[config.mk]
export PLATFORM = sky130hd
export DESIGN_NAME = demux4_frame_collector
export DESIGN_NICKNAME = d
export VERILOG_FILES = /design/src/rtl/demux4_frame_collector.sv
export SDC_FILE = /design/constraint.sdc
export NUM_CORES = 1
export LEC_CHECK = 0
export ABC_CLOCK_PERIOD_IN_PS = 1290
export CAP_MARGIN = 20
export CORE_ASPECT_RATIO = 1.2
export CORE_MARGIN = 4
export CORE_UTILIZATION = 25
export CTS_CLUSTER_SIZE = 16
export DETAILED_ROUTE_END_ITERATION = 7
export PLACE_DENSITY = 0.61
export SLEW_MARGIN = 40
export SYNTH_ARGS = -nofsm -noshare
export SYNTH_HDL_FRONTEND = slang
export SYNTH_SLANG_ARGS = --single-unit
[constraint.sdc]
create_clock -name clk -period 1.29 [get_ports clk]
set_input_delay 0.129 -clock clk [delete_from_list [all_inputs] [get_ports clk]]
set_output_delay 0.129 -clock clk [all_outputs]
set_load 0.03 [all_outputs]
[src/rtl/demux4_frame_collector.sv]
// Collects four successive handshaked beats into lanes y0..y3 and holds the frame until the consumer accepts it.
// Define DEMUX_FLUSH_EN to add a synchronous flush input that drops any partial or held frame.
module demux4_frame_collector #(
    parameter int WIDTH = 1
) (
    input  logic             clk,
    input  logic             rst,
`ifdef DEMUX_FLUSH_EN
    input  logic             flush,
`endif
    input  logic             in_valid,
    input  logic [WIDTH-1:0] in_data,
    output logic             in_ready,
    output logic [1:0]       sel,
    output logic [WIDTH-1:0] y0,
    output logic [WIDTH-1:0] y1,
    output logic [WIDTH-1:0] y2,
    output logic [WIDTH-1:0] y3,
    output logic             frame_valid,
    input  logic             frame_ready
);

    typedef enum logic {
        FILL = 1'b0,
        HOLD = 1'b1
    } state_t;

    state_t           state_reg;
    state_t           state_next;
    logic [1:0]       sel_reg;
    logic [1:0]       sel_next;
    logic             in_ready_reg;
    logic             accept;
    logic             flush_int;
    logic [WIDTH-1:0] lane_reg [4];

`ifdef DEMUX_FLUSH_EN
    assign flush_int = flush;
`else
    assign flush_int = 1'b0;
`endif

    always_comb begin
        state_next = state_reg;
        sel_next   = sel_reg;
        accept     = 1'b0;
        case (state_reg)
            FILL: begin
                accept = in_valid & in_ready_reg;
                if (accept) begin
                    sel_next = sel_reg + 2'd1;
                    if (sel_reg == 2'd3) begin
                        state_next = HOLD;
                    end
                end
            end
            HOLD: begin
                if (frame_ready) begin
                    state_next = FILL;
                end
            end
            default: state_next = FILL;
        endcase
        // Flush wins over a simultaneous accept or frame handshake.
        if (flush_int) begin
            state_next = FILL;
            sel_next   = 2'd0;
            accept     = 1'b0;
        end
    end

    // in_ready is registered from the next state so it carries no path from in_valid or frame_ready.
    always_ff @(posedge clk or posedge rst) begin
        if (rst) begin
            state_reg    <= FILL;
            sel_reg      <= 2'd0;
            in_ready_reg <= 1'b0;
        end else begin
            state_reg    <= state_next;
            sel_reg      <= sel_next;
            in_ready_reg <= (state_next == FILL);
        end
    end

    generate
        for (genvar gi = 0; gi < 4; gi++) begin : g_lane
            always_ff @(posedge clk or posedge rst) begin
                if (rst) begin
                    lane_reg[gi] <= '0;
                end else if (accept && (sel_reg == 2'(gi))) begin
                    lane_reg[gi] <= in_data;
                end
            end
        end
    endgenerate

    assign in_ready    = in_ready_reg;
    assign sel         = sel_reg;
    assign frame_valid = (state_reg == HOLD);
    assign y0          = lane_reg[0];
    assign y1          = lane_reg[1];
    assign y2          = lane_reg[2];
    assign y3          = lane_reg[3];

endmodule

==> impl_metrics.json, run 1 <==
{
  "power_density_nw_per_um2": 2670,
  "syn_nets": 38,
  "min_period_ns": 1.22,
  "die_area_um2": 2300,
  "gp_congestion": 0.720,
  "timing.fmax_ghz": 0.817,
  "min_path_type": "in2async",
  "path_buf_inv": 1,
  "largest_reg_flops": 2,
  "period_share": 0.949,
  "drc": 0,
  "outcome": "finished, final reports clean",
  "maxCapViolCount": 0,
  "maxSlewHeadroom": 0.784,
  "total_leakage_power_nw": 0.280,
  "dp_cells": 62,
  "viasPerCell": 4.42,
  "grt_use_total": 0.0900,
  "arrival_ns": 1.36,
  "avgSynthCellArea_um2": 13.8,
  "antenna_found_initial": 0,
  "path_max_fanout": 5,
  "multi_input_area_um2": 184,
  "startpoint_type": "flop",
  "clock_latency_ns": 0.25,
  "ys_ff_latch": 8,
  "nets": 59,
  "cts-root-buf": "clkbuf_4",
  "grt_pass1_vias": 344,
  "drt_first_pass_iters": 3,
  "fin_setup_tns_ns": 0,
  "ys_warn_count": 0,
  "tightest_slew_ns": 0.324,
  "cpPeakStageDelay_ns": 0.41,
  "core_um2": 1460,
  "grt_start_max_net_pins": 9,
  "place_ws_ns": 0.0130,
  "cts_buffers": 3,
  "setup_violations": 0,
  "postCtsSetupBuffers": 0,
  "maxSlewViolCount": 0,
  "peakVddDrop_mv": 1.04,
  "whs_ns": 0.129,
  "fin_cells": 65,
  "critPathTopFamily": "flip-flops",
  "layout_setup_ws_ns": 0.0661,
  "cts_num_sinks": 8,
  "grt_pass1_wl_mm": 1.39,
  "crit_path_cell_trace": "inv_1, ha_1, nand4b_1, mux2_2",
  "fin_skew_ns": 0.00153,
  "std_cell_rows": 15,
  "register_area_um2": 203,
  "numPortBuffers": 12,
  "required_ns": 1.43,
  "num_antenna_cells": 0,
  "ys_seq_area_frac": 0.502,
  "antenna_left": 0,
  "clk_pin_slew_ns": 0.05,
  "hold_violations": 0,
  "clk_path_buf_depth": 2,
  "cts_tree": "yes",
  "ios": 13,
  "die_w_um": 44.5,
  "cp_slowest_cell": "dfrtp_2",
  "area_delta_synth_final_pct": 46.7,
  "overflow": 0,
  "syn_area_um2": 399,
  "drt_iter0_drc": 7,
  "end_kind": "flop",
  "routed_wl_um": 774,
  "drive_above_1_share": 0.271,
  "die_h_um": 51.8,
  "initial_core_util": 0.273,
  "cts_resized": 8,
  "via_count": 287,
  "synth_cell_types": 12,
  "synthCells": 29,
  "avgRoutedWirePerCell_um": 11.9,
  "htreeDepth": 1,
  "hold_buffers": 0,
  "worstSetupPathType": "reg2reg",
  "fill_cells": 154,
  "rsz0062_at_grt": "false"
}
report_power, final:
group	switching (mW)	internal [mW]
clock network	0.0813	0.106
logic	0.489	0.410
registers	0.0889	0.389
total	0.659	0.906
layout by cell type, fill, tap and decap left out, drive strengths merged:
cell	netlist	final
clkbuf	0	3
clkdlybuf4s50	0	4
xnor2	1	1
mux2	5	5
nand4b	4	4
dfrtp	8	8
ha	4	4
nand3b	1	1
o21ai	1	1
dlygate4sd2	0	8
inv	4	4
buf	0	4
o21a	1	1
path summary, 6_finish.rpt:
check | slack, ns | cells past startpoint | endpoint | start
min in group clk | 0.49 | 1 | y0 | y0
max in group asynchronous | 0.90 | 2 | sel[0] | rst
worst min-delay path | 0.13 | 2 | y0 | rst
worst max register to register | 0.07 | 4 | y2 | sel[0]
worst min register to register | 0.49 | 1 | y0 | y0
worst max-delay path | 0.07 | 4 | y2 | sel[0]
stage by stage:
stage / area [um^2] / power [mW] / util
final: 586 / 1.56 / 0.400
after floorplan: 402 / 1.06 / -
after CTS: 586 / 1.59 / 0.400
after detailed placement: 573 / 1.49 / 0.391
after global placement: 573 / 1.48 / 0.391
after global routing: 586 / 1.69 / 0.400
cells in the mapped netlist:
master | instances | area share
dfrtp_1 | 8 | 0.50
ha_1 | 4 | 0.13
inv_1 | 4 | 0.038
nand4b_1 | 3 | 0.066
mux2_1 | 2 | 0.056
mux2_4 | 2 | 0.075
mux2_2 | 1 | 0.028
nand3b_1 | 1 | 0.019
nand4b_2 | 1 | 0.038
o21a_1 | 1 | 0.019
o21ai_0 | 1 | 0.013
xnor2_1 | 1 | 0.022
area by class of cell:
type / instances / area share
Clock buffer: 3 / 0.0385
Timing Repair Buffer: 16 / 0.239
Inverter: 4 / 0.0256
Multi-Input combinational cell: 17 / 0.314
Sequential cell: 8 / 0.346
Tap cell: 17 / 0.0363
cell families after synthesis:
kind of cell,count (synthesis),synth area share
simple gates,5,0.122
buf+inv,4,0.0376
flops,8,0.502
fa+ha+maj,4,0.125
compound gates,2,0.0313
mux,5,0.160
xor+xnor,1,0.0219
layer usage:
layer	vias up	track usage	share of wire
met5	-	0	0
met1	130	0.0872	0.46
met4	0	0.0955	0.039
li1	140	-	-
met3	5	0.0346	0.084
met2	12	0.136	0.42
No activity file was read; power rests on OpenSTA's default activity.
==> inputs of run 2 (changes only) <==
--- a/config.mk
+++ b/config.mk
@@ -17,3 +17,4 @@
 export SYNTH_ARGS = -nofsm -noshare
 export SYNTH_HDL_FRONTEND = slang
 export SYNTH_SLANG_ARGS = --single-unit
+export TNS_END_PERCENT = 50
==> results of run 2 <==
The final DEF is identical to that of run 1; final timing and power are the same.
